--- src/rtl/prll_bs_rr_arbiter_pkg.sv ---
// prll_bus_pkg: shared FSM states, ID width and dest-ID helper for the parallel bus arbiter
package prll_bus_pkg;
  localparam int ID_W = 8;
  localparam int MAX_W = 64;
  typedef enum logic [1:0] {IDLE, POP, PUSH} state_e;
  function automatic logic [ID_W-1:0] id_of(input logic [MAX_W-1:0] word, input int bits);
    return ID_W'(word >> (bits - ID_W));
  endfunction
endpackage

--- src/rtl/prll_bs_rr_arbiter_if.sv ---
// prll_bs_rr_arbiter_if: driver-FIFO side bus of the arbiter; master = arbiter, slave = drivers
interface prll_bs_rr_arbiter_if #(
  parameter int bits = 32,
  parameter int drvrs = 2
);
  logic [drvrs-1:0] pndng;
  logic [drvrs*bits-1:0] D_pop;
  logic [drvrs-1:0] pop;
  logic [drvrs-1:0] push;
  logic [bits-1:0] D_push;
  logic busy;
  logic [7:0] drop_cnt;
  modport master (input pndng, D_pop, output pop, push, D_push, busy, drop_cnt);
  modport slave (output pndng, D_pop, input pop, push, D_push, busy, drop_cnt);
endinterface

--- src/rtl/prll_bs_rr_arbiter_rr_pick.sv ---
// prll_rr_pick: combinational grant picker; round-robin after last, or lowest index wins when PRLL_ARB_FIXED_PRIO_EN is defined
module prll_rr_pick #(
  parameter int drvrs = 2
) (
  input  logic [drvrs-1:0]         req,
  input  logic [$clog2(drvrs)-1:0] last,
  output logic [$clog2(drvrs)-1:0] grant,
  output logic                     valid
);
  localparam int LW = $clog2(drvrs);
  logic [LW-1:0] idx;
`ifdef PRLL_ARB_FIXED_PRIO_EN
  logic unused;
  assign unused = ^last;
  // scan from the top down so the lowest asserted request is the last one written
  always_comb begin
    grant = '0;
    valid = 1'b0;
    idx = '0;
    for (int i = drvrs - 1; i >= 0; i--) begin
      idx = LW'(i);
      if (req[idx]) begin
        grant = idx;
        valid = 1'b1;
      end
    end
  end
`else
  // scan offsets last+drvrs down to last+1 so the nearest requester after last is the last one written
  always_comb begin
    grant = '0;
    valid = 1'b0;
    idx = '0;
    for (int i = drvrs; i >= 1; i--) begin
      idx = LW'((int'(last) + i) % drvrs);
      if (req[idx]) begin
        grant = idx;
        valid = 1'b1;
      end
    end
  end
`endif
endmodule

--- src/rtl/prll_bs_rr_arbiter.sv ---
// prll_bs_rr_arbiter: parallel-bus controller moving one word per 3 cycles from a granted driver FIFO to its destination(s)
module prll_bs_rr_arbiter
  import prll_bus_pkg::*;
#(
  parameter int bits = 32,
  parameter int drvrs = 2,
  parameter logic [ID_W-1:0] broadcast = 8'hFF
) (
  input logic clk,
  input logic reset,
  prll_bs_rr_arbiter_if.master bus
);
  localparam int LW = $clog2(drvrs);
  state_e state_q, state_d;
  logic [LW-1:0] grant_q, grant_d, last_q, last_d, pick;
  logic pick_v, busy_q, busy_d, bad_id;
  logic [drvrs-1:0] pop_q, pop_d, push_q, push_d;
  logic [bits-1:0] bus_q, bus_d, word;
  logic [ID_W-1:0] id, drop_q, drop_d;
  prll_rr_pick #(.drvrs(drvrs)) u_pick (
    .req  (bus.pndng),
    .last (last_q),
    .grant(pick),
    .valid(pick_v)
  );
  // head word of the granted driver
  always_comb begin
    word = '0;
    for (int i = 0; i < drvrs; i++) if (grant_q == LW'(i)) word = bus.D_pop[i*bits +: bits];
  end
  assign id = id_of(MAX_W'(word), bits);
  assign bad_id = id != broadcast && int'(id) >= drvrs;
  // next-state and registered-output logic; strobes default low so each lasts exactly one cycle
  always_comb begin
    state_d = state_q;
    grant_d = grant_q;
    last_d = last_q;
    pop_d = '0;
    push_d = '0;
    bus_d = bus_q;
    drop_d = drop_q;
    if (state_q == IDLE && pick_v) begin
      state_d = POP;
      grant_d = pick;
      pop_d = drvrs'(1) << pick;
    end else if (state_q == POP) begin
      state_d = PUSH;
      bus_d = word;
      push_d = id == broadcast ? ~(drvrs'(1) << grant_q) : bad_id ? '0 : drvrs'(1) << id;
      drop_d = bad_id && drop_q != 8'hFF ? drop_q + 8'd1 : drop_q;
    end else if (state_q == PUSH) begin
      state_d = IDLE;
      last_d = grant_q;
    end
    busy_d = state_d != IDLE;
  end
  // state and output registers; last starts at drvrs-1 so driver 0 wins first
  always_ff @(posedge clk) begin
    if (reset) begin
      state_q <= IDLE;
      grant_q <= '0;
      last_q <= LW'(drvrs - 1);
      pop_q <= '0;
      push_q <= '0;
      bus_q <= '0;
      drop_q <= '0;
      busy_q <= 1'b0;
    end else begin
      state_q <= state_d;
      grant_q <= grant_d;
      last_q <= last_d;
      pop_q <= pop_d;
      push_q <= push_d;
      bus_q <= bus_d;
      drop_q <= drop_d;
      busy_q <= busy_d;
    end
  end
  assign bus.pop = pop_q;
  assign bus.push = push_q;
  assign bus.D_push = bus_q;
  assign bus.busy = busy_q;
  assign bus.drop_cnt = drop_q;
endmodule

--- src/flat_wrapper.sv ---
// flat-port wrapper written by rule: the top's interface ports become plain ports
module prll_bs_rr_arbiter_flat import prll_bus_pkg::*;
#(
  parameter int bits = 32,
  parameter int drvrs = 2,
  parameter logic [ID_W-1:0] broadcast = 8'hFF
)
  (clk, reset, bus_pndng, bus_D_pop, bus_pop, bus_push, bus_D_push, bus_busy, bus_drop_cnt);
  prll_bs_rr_arbiter_if #(.bits(bits), .drvrs(drvrs)) bus_i ();
  input logic clk;
  input logic reset;
  input wire logic [$bits(bus_i.pndng)-1:0] bus_pndng;
  input wire logic [$bits(bus_i.D_pop)-1:0] bus_D_pop;
  output wire logic [$bits(bus_i.pop)-1:0] bus_pop;
  output wire logic [$bits(bus_i.push)-1:0] bus_push;
  output wire logic [$bits(bus_i.D_push)-1:0] bus_D_push;
  output wire logic [$bits(bus_i.busy)-1:0] bus_busy;
  output wire logic [$bits(bus_i.drop_cnt)-1:0] bus_drop_cnt;
  assign bus_i.pndng = bus_pndng;
  assign bus_i.D_pop = bus_D_pop;
  assign bus_pop = bus_i.pop;
  assign bus_push = bus_i.push;
  assign bus_D_push = bus_i.D_push;
  assign bus_busy = bus_i.busy;
  assign bus_drop_cnt = bus_i.drop_cnt;
  prll_bs_rr_arbiter #(.bits(bits), .drvrs(drvrs), .broadcast(broadcast)) u_core (.clk(clk), .reset(reset), .bus(bus_i));
endmodule
--- config.mk ---
export PLATFORM = sky130hd
export DESIGN_NAME = prll_bs_rr_arbiter_flat
export DESIGN_NICKNAME = d
export VERILOG_FILES = /design/src/rtl/prll_bs_rr_arbiter_pkg.sv /design/src/rtl/prll_bs_rr_arbiter_if.sv /design/src/rtl/prll_bs_rr_arbiter_rr_pick.sv /design/src/rtl/prll_bs_rr_arbiter.sv /design/src/flat_wrapper.sv
export SDC_FILE = /design/constraint.sdc
export NUM_CORES = 1
export LEC_CHECK = 0
export BUFFER_PORTS_ARGS = -buffer_cell sky130_fd_sc_hd__buf_2
export CAP_MARGIN = 20
export CORE_UTILIZATION = 25
export CTS_BUF_LIST = sky130_fd_sc_hd__clkbuf_8
export CTS_CLUSTER_SIZE = 28
export DETAILED_ROUTE_END_ITERATION = 12
export GPL_TIMING_DRIVEN = 0
export SLEW_MARGIN = 20
export SYNTH_ARGS = -nofsm -noshare
export SYNTH_HDL_FRONTEND = slang
export SYNTH_SLANG_ARGS = --single-unit
export TNS_END_PERCENT = 30
--- constraint.sdc ---
create_clock -name clk -period 2.4 [get_ports clk]
set_clock_uncertainty 0.15 [all_clocks]
set_input_delay 0.12 -clock clk [delete_from_list [all_inputs] [get_ports clk]]
set_output_delay 0.12 -clock clk [all_outputs]
set_load 0.005 [all_outputs]
# After elaboration in Yosys (flattened, before gate mapping)
# Cells that the tools add are included.
# Widths: inputs -> output; s select.
[totals]
register_bits = 49
inputBits = 68
out_inout_bits = 45
wordCells = 49
[op_classes]
n_addsub = 3
n_lt_le_gt_ge = 3
n_eq_ne = 5
n_shift = 3
muxes = 14
n_bitwise = 3
n_reduce_logical = 10
[ops]
columns = ["cell", "n"]
rows = [
  ["$mux 32", 1],
  ["$ne 8x8->1 const B", 2],
  ["$mux 2", 5],
  ["$add 8x1->8 const B", 1],
  ["$eq 8x8->1 const B", 1],
  ["$ge 8x2->1 const B", 1],
  ["$mux 1", 8],
  ["$shl 1x8->2 const A", 1],
  ["$reduce_and 3->1", 2],
  ["$lt 1x2->1 const B", 2],
  ["$shl 1x1->2 const A", 2],
  ["$logic_and 1x1->1", 3],
  ["$reduce_or 3->1", 1],
  ["$add 1x1->1 const B", 2],
  ["$eq 2x1->1 const B", 1],
  ["$eq 2x2->1 const B", 1],
  ["$logic_not 2->1", 1],
  ["$not 1->1", 2],
  ["$not 2->2", 1],
  ["$reduce_and 2->1", 1],
  ["$reduce_bool 2->1", 1],
  ["$reduce_or 2->1", 1],
]

# Logic depth before layout (Yosys ltp)
# Gate-level depths: netlist of run 1.
[depth]
word_depth = 8
depth_mapped = 7

# Modules after synthesis
# A second synthesis of run 1 with hierarchy kept.
[unflattened]
hier_cells = 245
hier_area_um2 = 2247.2
[modules_own_cells]
columns = ["mod", "n_inst", "cells_each", "area_each_um2", "seq_area_each_um2"]
rows = [
  ["prll_bs_rr_arbiter", 1, 243, 2233.4, 980.9],
  ["prll_rr_pick", 1, 2, 13.8, 0.0],
]

# Worst setup path after synthesis of run 1
# No wires, ideal clock.
[synth_timing]
kind = "register to register"
start = "reg u_core.grant_q"
end = "reg u_core.push_q[0] (netlist: u_core.bus.push[0])"
setup_ns = 0.103
arrival_ns = 1.645
t_required_ns = 2.147
path_slack_ns = 0.502
path_stages_with_launch = 6
path_buffers = 1
period_less_slack_ns = 1.898
path_cell_list = "dfxtp_1 > buf_2 > mux2i_1 > a21boi_2 > or3b_1 > a2111oi_2"
[synth_via]
elab_chain_len = 5
word_cells_on_any_way = 10
[synth_rtl]
columns = ["element", "line_no", "text"]
rows = [
  ["start: declaration", "prll_bs_rr_arbiter.sv:15", "logic [LW-1:0] grant_q, grant_d, last_q, last_d, pick;"],
  ["start signal: assignment", "prll_bs_rr_arbiter.sv:70", "grant_q <= grant_d;"],
  ["$mux 32", "prll_bs_rr_arbiter.sv:29", "for (int i = 0; i < drvrs; i++) if (grant_q == LW'(i)) word = bus.D_pop[i*bits +: bits];"],
  ["$ge 8x2->1 or $ne 8x8->1 (tied branches)", "prll_bs_rr_arbiter.sv:32", "assign bad_id = id != broadcast && int'(id) >= drvrs;"],
  ["$logic_and 1x1->1", "prll_bs_rr_arbiter.sv:32", ""],
  ["$mux 2", "prll_bs_rr_arbiter.sv:49", "push_d = id == broadcast ? ~(drvrs'(1) << grant_q) : bad_id ? '0 : drvrs'(1) << id;"],
  ["$mux 2 (*)", "prll_bs_rr_arbiter.sv:49", ""],
  ["end signal: assignment", "prll_bs_rr_arbiter.sv:73", "push_q <= push_d;"],
  ["end: declaration", "prll_bs_rr_arbiter.sv:17", "logic [drvrs-1:0] pop_q, pop_d, push_q, push_d;"],
]
# Mark *: on every way between the ends. The rest lies on a longest branch, timed or not.
# A chain may end at the register's enable or synchronous reset.

# Final worst setup path of run 1
[layout_timing]
start = "reg u_core.state_q[0]"
end = "reg u_core.bus_q[11] (netlist: u_core.bus.D_push[11])"
[layout_via]
elab_chain_len = 4
word_cells_on_any_way = 5
[layout_rtl]
columns = ["element", "line_no", "text"]
rows = [
  ["start: declaration", "prll_bs_rr_arbiter.sv:14", "state_e state_q, state_d;"],
  ["start signal: assignment", "prll_bs_rr_arbiter.sv:69", "state_q <= state_d;"],
  ["$logic_not 2->1", "prll_bs_rr_arbiter.sv:42", "if (state_q == IDLE && pick_v) begin"],
  ["$logic_and 1x1->1", "prll_bs_rr_arbiter.sv:42", ""],
  ["$not 1->1 (no line)", "n/a", ""],
  ["$reduce_and 2->1 (no line) (*)", "n/a", ""],
  ["end signal: assignment", "prll_bs_rr_arbiter.sv:74", "bus_q <= bus_d;"],
  ["end: declaration", "prll_bs_rr_arbiter.sv:18", "logic [bits-1:0] bus_q, bus_d, word;"],
]
# Marked as above.

==> results of run 1 <==
[layout make-up]
type / instances / area [sq um]
fillers: 910 / 5360
multi-input cells: 172 / 1150
flip-flops and latches: 49 / 981
repair buffers: 116 / 601
well taps: 105 / 131
plain buffers: 18 / 73.8
clock buffers: 5 / 68.8
clock inverters: 3 / 11.3
inverters: 2 / 7.51
[state kept, by name (all words and copies together), names as in the netlist]
register,cells
u_core.last_q,1
u_core.grant_q,1
u_core.bus.busy,1
u_core.bus.pop,2
u_core.bus.push,2
u_core.state_q,2
u_core.bus.drop_cnt,8
u_core.bus.D_push,32
[final timing paths]
check | cells past startpoint | to | start
setup / recovery | 6 | u_core.bus.D_push[11] | u_core.state_q[0]
hold / removal | 3 | u_core.bus.D_push[11] | bus_D_pop[11]
setup reg to reg | 6 | u_core.bus.D_push[11] | u_core.state_q[0]
hold reg to reg | 2 | u_core.bus.D_push[19] | u_core.bus.D_push[19]
[layer usage]
| layer | global-route usage | routed length, um | part of all wire |
|---|---|---|---|
| met5 | 0 | 0 | 0 |
| met4 | 0.0299 | 35 | 0.0054 |
| met3 | 0.0450 | 567 | 0.087 |
| met2 | 0.239 | 2940 | 0.45 |
| met1 | 0.172 | 2960 | 0.46 |
[critical path: cells and delay by family, from the launching register on]
kind / cells / cell delay [ns]
buffers and inverters: 3 / 1.06
AND/OR/NAND/NOR: 2 / 0.24
AO/OA/AOI/OAI: 1 / 0.23
flip-flops: 1 / 0.41
[report_power, final]
part / total, mW / switching, mW / internal (mW) / leakage (nW)
combinational: 0.383 / 0.205 / 0.179 / 0.880
clock: 0.456 / 0.261 / 0.195 / 0.0519
sequential: 0.913 / 0.0339 / 0.879 / 0.402
total: 1.75 / 0.500 / 1.25 / 1.33
[synthesized netlist by cell type, types with 3 or more instances]
master                     count  share of area
sky130_fd_sc_hd__dfxtp_1      49           0.44
sky130_fd_sc_hd__nor2_1       46          0.078
sky130_fd_sc_hd__a211oi_1     32           0.11
sky130_fd_sc_hd__mux2i_1      31           0.14
sky130_fd_sc_hd__clkbuf_1     12          0.020
sky130_fd_sc_hd__nand3_1       7          0.016
sky130_fd_sc_hd__a21oi_1       6          0.014
sky130_fd_sc_hd__nand2_1       5         0.0085
sky130_fd_sc_hd__nor2b_1       5          0.014
sky130_fd_sc_hd__nor4_1        5          0.014
sky130_fd_sc_hd__and3_1        4          0.011
sky130_fd_sc_hd__buf_2         4         0.0091
sky130_fd_sc_hd__o21ai_0       4         0.0091
sky130_fd_sc_hd__xnor2_1       4          0.016
sky130_fd_sc_hd__nand4_1       3         0.0085
[cells by family (layout without fill, tap and decap cells)]
family | count (synthesis) | after routing | share of synthesized area
simple gates | 83 | 83 | 0.180
mux | 33 | 33 | 0.151
xor+xnor | 4 | 4 | 0.0158
flops | 49 | 49 | 0.444
buf+inv | 20 | 144 | 0.0362
fa+ha+maj | 1 | 1 | 0.00566
compound gates | 51 | 51 | 0.168
[what timing repair did]
item,in CTS,in global routing
endpoints found under the hold margin,4,0
gates resized for setup,0,2
endpoints found under the setup margin,0,1
hold buffers,4,0
==> reports/results.txt, run 1 <==
The global-route usage over all layers is 0.140, and the register area share after synthesis is 0.444. The share of cells above drive strength 1 was 0.348. Dividing total power by cell area gives a power density of 579 nW/um^2.

STA puts the critical path data arrival time at 2.24 ns. The overall power of the completed layout was 1.75 mW. For the worst setup slack for register-to-register paths, the log shows 0.22 ns. Core area: 8380 sq um. The tools report the final antenna diode count as 0. TritonCTS built the clock tree.

The top cell types in the final layout, fill and taps aside, are sky130_fd_sc_hd__buf_2 (116), sky130_fd_sc_hd__dfxtp_1 (49), sky130_fd_sc_hd__nor2_1 (46). The most used flip-flop cell after synthesis is sky130_fd_sc_hd__dfxtp_1. The logs give 33 for the placement row count and 433 for the final net count. The critical-path cell with the highest stage delay is sky130_fd_sc_hd__clkbuf_1. The worst setup path is captured at a flip-flop.

After legalization and detailed placement, the total HPWL measured 4960 um. Setup repair after global routing left no endpoint under its margin. Total CTS buffers: 5. The finished cells cover 3020 sq um.

The analysis attributes to cell leakage a power of 1.33 nW. Synthesis inferred 49 register bits. The worst hold-check slack is 0.00604 ns, and the clock period minus worst slack is 2.18 ns.

In this run, the number of DRC markers left after iteration 0 of detailed routing was 102. The maximum number of pins on one net before global-route repair is 14. The logs give 113 for the I/O pin count and 0.264 for the initial cell density of the core. The final count of pins violating max slew is 0, and the number of warnings printed during yosys synthesis is 0.

Counting along the longest clock path gives a buffer depth of 2. The average cell area after synthesis was 9.17 sq um. The clock latency on the worst-skew pair came out at 0.29 ns.

The tools report the number of global-route vias before repair as 2050. Along the worst path, the maximum fanout reaches 10. The cell area after synthesis is 2210 sq um. The tools report the utilization of the core after routing as 0.361. The initial antenna violation count came out at 1. The tightest slew margin relative to the limit was 0.607; the area growth from synthesis to layout was 36.8%.

The wire length of the first global-routing pass was 9890 um. Most common cell after layout, fill and taps aside: sky130_fd_sc_hd__buf_2. The share of async-settable or async-resettable flops after synthesis is 0, and the area of the die is 9220 sq um. The overall die height works out to 96.0 um. STA classifies the critical path startpoint as a flip-flop. The final RePlAce weighted congestion is 0.786, and the routed wire length per instance is 13.8 um. Static timing analysis puts the maximum clock frequency at 0.459 GHz. The detail route stage leaves a number of antenna-violating nets equal to 0. The number of standard cells in the layout, taps in and fillers out was 470; the actual slew at the worst max-slew pin was 0.590 ns. Before antenna repair, the detailed router went through 4 iterations. Clock tree synthesis selected as its root buffer the cell sky130_fd_sc_hd__clkbuf_8. Max-cap violations in this run came to 0. The tools report the instance area after placement as 2900 sq um. In the final timing run, aggregate negative setup slack is 0 ns. The setup slack after layout is 0.221 ns, and the number of unique standard cell types used by synthesis is 34. After detailed routing, the total wire length is 6500 um. The peak supply drop was 265 uV; the pre-CTS setup slack was 0.213 ns.

After detailed routing, the number of remaining DRC violations is 0. The final route contains 2215 vias. Summed over all layers, the global routing overflow is 0. For this run, the slowest stage of the critical path takes 0.49 ns. In this run the worst hold path is classified as in2reg.

Number of failing hold endpoints at the final stage: 0. The start-to-end type of the worst setup path was reg2reg. The clock drives 49 sinks. Share of the clock period used by the worst path after layout: 0.908.

After technology mapping, the gate count stands at 241. Counting flops with a built-in enable in the synthesized netlist gives 0. The required time reported for the critical path endpoint was 2.46 ns; the net count after synthesis was 310.

After clock tree synthesis, the setup repair step added 0 buffers. The per-cell via count in the routed design came out at 4.71. Traced cell by cell, the critical path runs through inv_1 -> nor2_1 -> clkbuf_1 -> clkbuf_1 -> nor2_1 -> a211oi_1. The run finished with clean final reports. The run gives 458 as the cell count after placement. The H-tree generated during clock tree synthesis spans 2 levels. Measured along the x axis, the die boundary spans 96.0 um. Setup violations remaining at the end of the flow were counted as 0.

Clock-pin slew was measured on the worst setup and hold paths at 0.08 ns. The number of buffers added on ports came out at 112.
Note: power is estimated with default switching activity, not from simulation.
==> run 2: changes to the inputs <==
--- a/config.mk
+++ b/config.mk
@@ -15,5 +15,6 @@
 export SLEW_MARGIN = 20
 export SYNTH_ARGS = -nofsm -noshare
 export SYNTH_HDL_FRONTEND = slang
+export SYNTH_HIERARCHICAL = 1
 export SYNTH_SLANG_ARGS = --single-unit
 export TNS_END_PERCENT = 30
==> run 2 against run 1 <==
  * Wire length decreased by 2.8%
  * Design area increased by 2.5%
  * Clock power increased by 5.5%
  * Area after synthesis increased by 1.6%
  * Die area increased by 1.6%
  * Critical path type unchanged
  * Largest cell class unchanged
  * Largest power group unchanged
  * Highest routed layer unchanged
==> reports/results.txt, run 2 <==
The highest net fanout along the worst path came out at 10 (unchanged). The tools report the sort of element at the start of the critical path as a flip-flop (unchanged). The tools report the number of levels in the clock H-tree as 2 (unchanged). The placed wire-length estimate after detailed placement came out at 4820 um (was 4960 um). The tools report the hold-critical path endpoint as u_core/bus.D_push[1] (was u_core.bus.D_push[11]). The per-cell via count in the routed design was 4.69 (was 4.71). The cell count after placement came out at 465 (was 458). Cells along the critical path: buf_4 -> nand3_1 -> a22oi_2 -> buf_2 -> a22oi_1 -> nor3_1 (was inv_1 -> nor2_1 -> clkbuf_1 -> clkbuf_1 -> nor2_1 -> a211oi_1).

The tools report the peak supply drop as 245 uV (was 265 uV). Cells taking the most area after synthesis: sky130_fd_sc_hd__dfxtp_1 (44%), sky130_fd_sc_hd__mux2i_1 (14%), sky130_fd_sc_hd__a211oi_1 (11%) (unchanged). The leakage power total is 1.34 nW (was 1.33 nW), and the share of the clock period used by the worst path after layout is 0.822 (was 0.908).

The delay of the slowest critical-path stage was 0.45 ns (was 0.49 ns); the overall power of the completed layout was 1.77 mW (was 1.75 mW). The global-route usage over all layers is 0.134 (was 0.140), and the power density normalized to cell area is 570 nW/um^2 (was 579 nW/um^2). The core area was 8720 sq um (was 8380 sq um). The tools report the worst reg2reg path endpoint as u_core/bus.push[0] (was u_core.bus.D_push[11]).

The cell area after synthesis is 2250 sq um (was 2210 sq um). The top achievable clock speed is 0.507 GHz (was 0.459 GHz), and the data arrival time of the critical path is 2.03 ns (was 2.24 ns). The share of async-settable or async-resettable flops after synthesis was 0 (unchanged); the clock latency on the worst-skew pair was 0.29 ns (about the same). The origin of the critical flop-to-flop path is u_core/grant_q (was u_core.state_q[0]).

The count of TritonRoute iterations in the first routing pass is 6 (was 4). Commonest cells post-synth: sky130_fd_sc_hd__dfxtp_1 (49), sky130_fd_sc_hd__nor2_1 (36), sky130_fd_sc_hd__a211oi_1 (32), sky130_fd_sc_hd__mux2i_1 (32) (was sky130_fd_sc_hd__dfxtp_1 (49), sky130_fd_sc_hd__nor2_1 (46), sky130_fd_sc_hd__a211oi_1 (32)). For the number of endpoints failing setup at the final stage, the log shows 0 (unchanged).

The class of the worst hold path is in2reg (unchanged). Hold path depth: 3 (unchanged). The total routed wirelength was 6320 um (was 6500 um). The number of global-route vias before repair was 2133 (was 2050); the clock net sink count was 49 (unchanged). The area of the die came out at 9370 sq um (was 9220 sq um). The overall die height was 96.8 um (was 96.0 um). Maximum buffer depth of the clock tree: 2 (unchanged). The instance area after placement was 2940 sq um (was 2900 sq um); the register bit total from synthesis was 49 (unchanged). For the total number of vias, the log shows 2247 (was 2215). The flow ran to the end, and the final reports show no timing, DRC or antenna violations.

The number of flip-flops under the largest register name was 32 (unchanged). The number of unique standard cell types used by synthesis is 37 (was 34), and the total CTS buffers is 5 (unchanged). The average cell area after synthesis works out to 9.17 sq um (about the same). For the register area share after synthesis, the log shows 0.437 (was 0.444). The tools report the number of failing hold endpoints at the final stage as 0 (unchanged).

TritonCTS built the clock tree. The logs give 941 (was 910) for the number of fillers in the final layout and 0.258 (was 0.264) for the initial cell density of the core. The top-area cell type share of the netlist area is 0.437 (was 0.444), and the final cell area excluding filler cells is 3100 sq um (was 3020 sq um). The start-to-end type of the worst setup path was reg2reg (unchanged).

The area growth from synthesis to layout is 37.9% (was 36.8%), and the final antenna diode count is 0 (unchanged). The actual slew at the worst max-slew pin was 0.519 ns (was 0.590 ns); the final count of pins violating max slew was 0 (unchanged). The final RePlAce weighted congestion is 0.803 (was 0.786), and the setup slack after layout is 0.427 ns (was 0.221 ns). Root buffer cell: sky130_fd_sc_hd__clkbuf_8 (unchanged). The launch instance of the worst min-delay path is bus_D_pop[1] (was bus_D_pop[11]).

For the number of violations of the max-capacitance limit, the log shows 0 (unchanged). The overall die width is 96.8 um (was 96.0 um). The element type at the critical path end is a flip-flop (unchanged). The buffer and inverter count on the worst path came out at 2 (was 3). The logic depth of the worst register-to-register path works out to 6 (unchanged).

Cell with the most instances after synthesis: sky130_fd_sc_hd__dfxtp_1 (unchanged). Dominant cell type by area after synthesis: sky130_fd_sc_hd__dfxtp_1 (unchanged). The violation count after the first detailed-routing iteration came out at 50 (was 102). The logs give 0.43 ns (was 0.22 ns) for the worst setup slack for register-to-register paths and 14 (unchanged) for the maximum number of pins on one net before global-route repair.

The post-detailed-route DRC marker count was 0 (unchanged); the number of flops mapped to enable cells by yosys was 0 (unchanged). The pre-CTS setup slack is 0.445 ns (was 0.213 ns). The run gives 10300 um (was 9890 um) as the wire length of the first global-routing pass. Most common cell after layout, fill and taps aside: sky130_fd_sc_hd__buf_2 (unchanged).

The cell family contributing the most delay on the critical path was buffers and inverters (unchanged). The share of cells above drive strength 1 is 0.356 (was 0.348). The aggregate negative setup slack came out at 0 ns (unchanged). The dominant synthesized flop cell was sky130_fd_sc_hd__dfxtp_1 (unchanged). The routed wire length per instance works out to 13.2 um (was 13.8 um). The clock transition time at the flip-flop clock pins of the worst setup and hold paths is 0.08 ns (about the same). Critical-path cell with the highest stage delay: sky130_fd_sc_hd__dfxtp_1 (was sky130_fd_sc_hd__clkbuf_1). The number of instances in the synthesized netlist is 245 (was 241), and the initial antenna violation count is 0 (was 1).

The run gives 0.0123 ns (was 0.00604 ns) as the worst hold-check slack. Top library cells by usage in the layout, fill and taps aside: sky130_fd_sc_hd__buf_2 (119), sky130_fd_sc_hd__dfxtp_1 (49), sky130_fd_sc_hd__nor2_1 (36) (was sky130_fd_sc_hd__buf_2 (116), sky130_fd_sc_hd__dfxtp_1 (49), sky130_fd_sc_hd__nor2_1 (46)). The I/O pin count is 113 (unchanged). The run gives 479 (was 470) as the number of standard cells in the layout, taps in and fillers out. The clock period minus worst slack is 1.97 ns (was 2.18 ns).

The tightest slew margin relative to the limit is 0.654 (was 0.607). The run gives 0 (unchanged) as the post-detailed-route count of antenna-violating nets. For the placement row count, the log shows 34 (was 33). Setup repair after global routing left no endpoint under its margin. The logs give 314 (was 310) for the net count after synthesis and 440 (was 433) for the final net count. The tools report the utilization of the core after routing as 0.355 (was 0.361). The number of warnings printed during yosys synthesis is 6 (was 0), and the remaining global-route overflow is 0 (unchanged). The number of buffers added on ports was 112 (unchanged). For the required time reported for the critical path endpoint, the log shows 2.45 ns (was 2.46 ns).
## run 2: cell types whose count changed in the layout (fill, tap and decap cells not counted), sizes merged, moves of 3 or more
cell / delta
or4: +4
o31ai: +4
buf: +7
o21ai: -5
nor4: -3
nor2: -10
or2: +3
xnor2: -4
clkbuf: -5
nor3: +3
dlygate4sd3: +3
## run 2: worst max-delay path by stage
| stage | start | endpoint | cells after the start | slack, ns |
|---|---|---|---|---|
| after detailed placement | u_core/grant_q | u_core/bus.push[0] | 6 | 0.44 |
| after CTS | u_core/grant_q | u_core/bus.push[0] | 6 | 0.42 |
| final | u_core/grant_q | u_core/bus.push[0] | 6 | 0.43 |
| after global routing | u_core/grant_q | u_core/bus.push[0] | 6 | 0.31 |
| after global placement | u_core/grant_q | u_core/bus.push[0] | 6 | 0.44 |
| after floorplan | u_core/bus.drop_cnt[0] | u_core/bus.drop_cnt[3] | 5 | 0.70 |
## run 2: power by group
| part | switching (mW) | total (mW) | leakage (nW) | internal [mW] |
|---|---|---|---|---|
| clock network | 0.256 | 0.481 | 0.0485 | 0.225 |
| logic | 0.191 | 0.372 | 0.890 | 0.181 |
| registers | 0.0353 | 0.914 | 0.402 | 0.879 |
| total | 0.483 | 1.77 | 1.34 | 1.28 |
## run 2: repair_timing
action,4_1_cts,5_1_grt
endpoints found under the setup margin,0,0
hold buffers,7,0
buffers inserted,0,0
resized for setup,0,0
hold endpoints to repair,8,0
## run 2: worst register-to-register path: cells and delay by family (launching register included)
kind	cells	cell delay, ns
flip-flops	1	0.45
buffers and inverters	2	0.53
AO/OA/AOI/OAI	2	0.44
AND/OR/NAND/NOR	2	0.31
## run 2: final cells by class
type	count	area, sq um	area share
sequential	49	981	0.317
clock buffer	6	82.6	0.0266
tap	108	135	0.0436
buffer	19	87.6	0.0283
multi-input combinational	172	1160	0.374
inverter	5	18.8	0.00606
timing repair buffer	119	631	0.203
clock inverter	1	3.75	0.00121
## run 2: routing by layer
layer / share of wire / up-vias / track usage
met4: 0.013 / 0 / 0.0448
met3: 0.059 / 6 / 0.0303
met1: 0.46 / 1012 / 0.174
met5: 0 / - / 0
li1: - / 1152 / -
met2: 0.47 / 77 / 0.219
## run 2: cells by family after synthesis
logic type      after synthesis  share of synthesized area
mux                          33                      0.148
buf+inv                      24                     0.0473
simple gates                 82                      0.179
fa+ha+maj                     1                    0.00557
flops                        49                      0.437
compound gates               56                      0.184
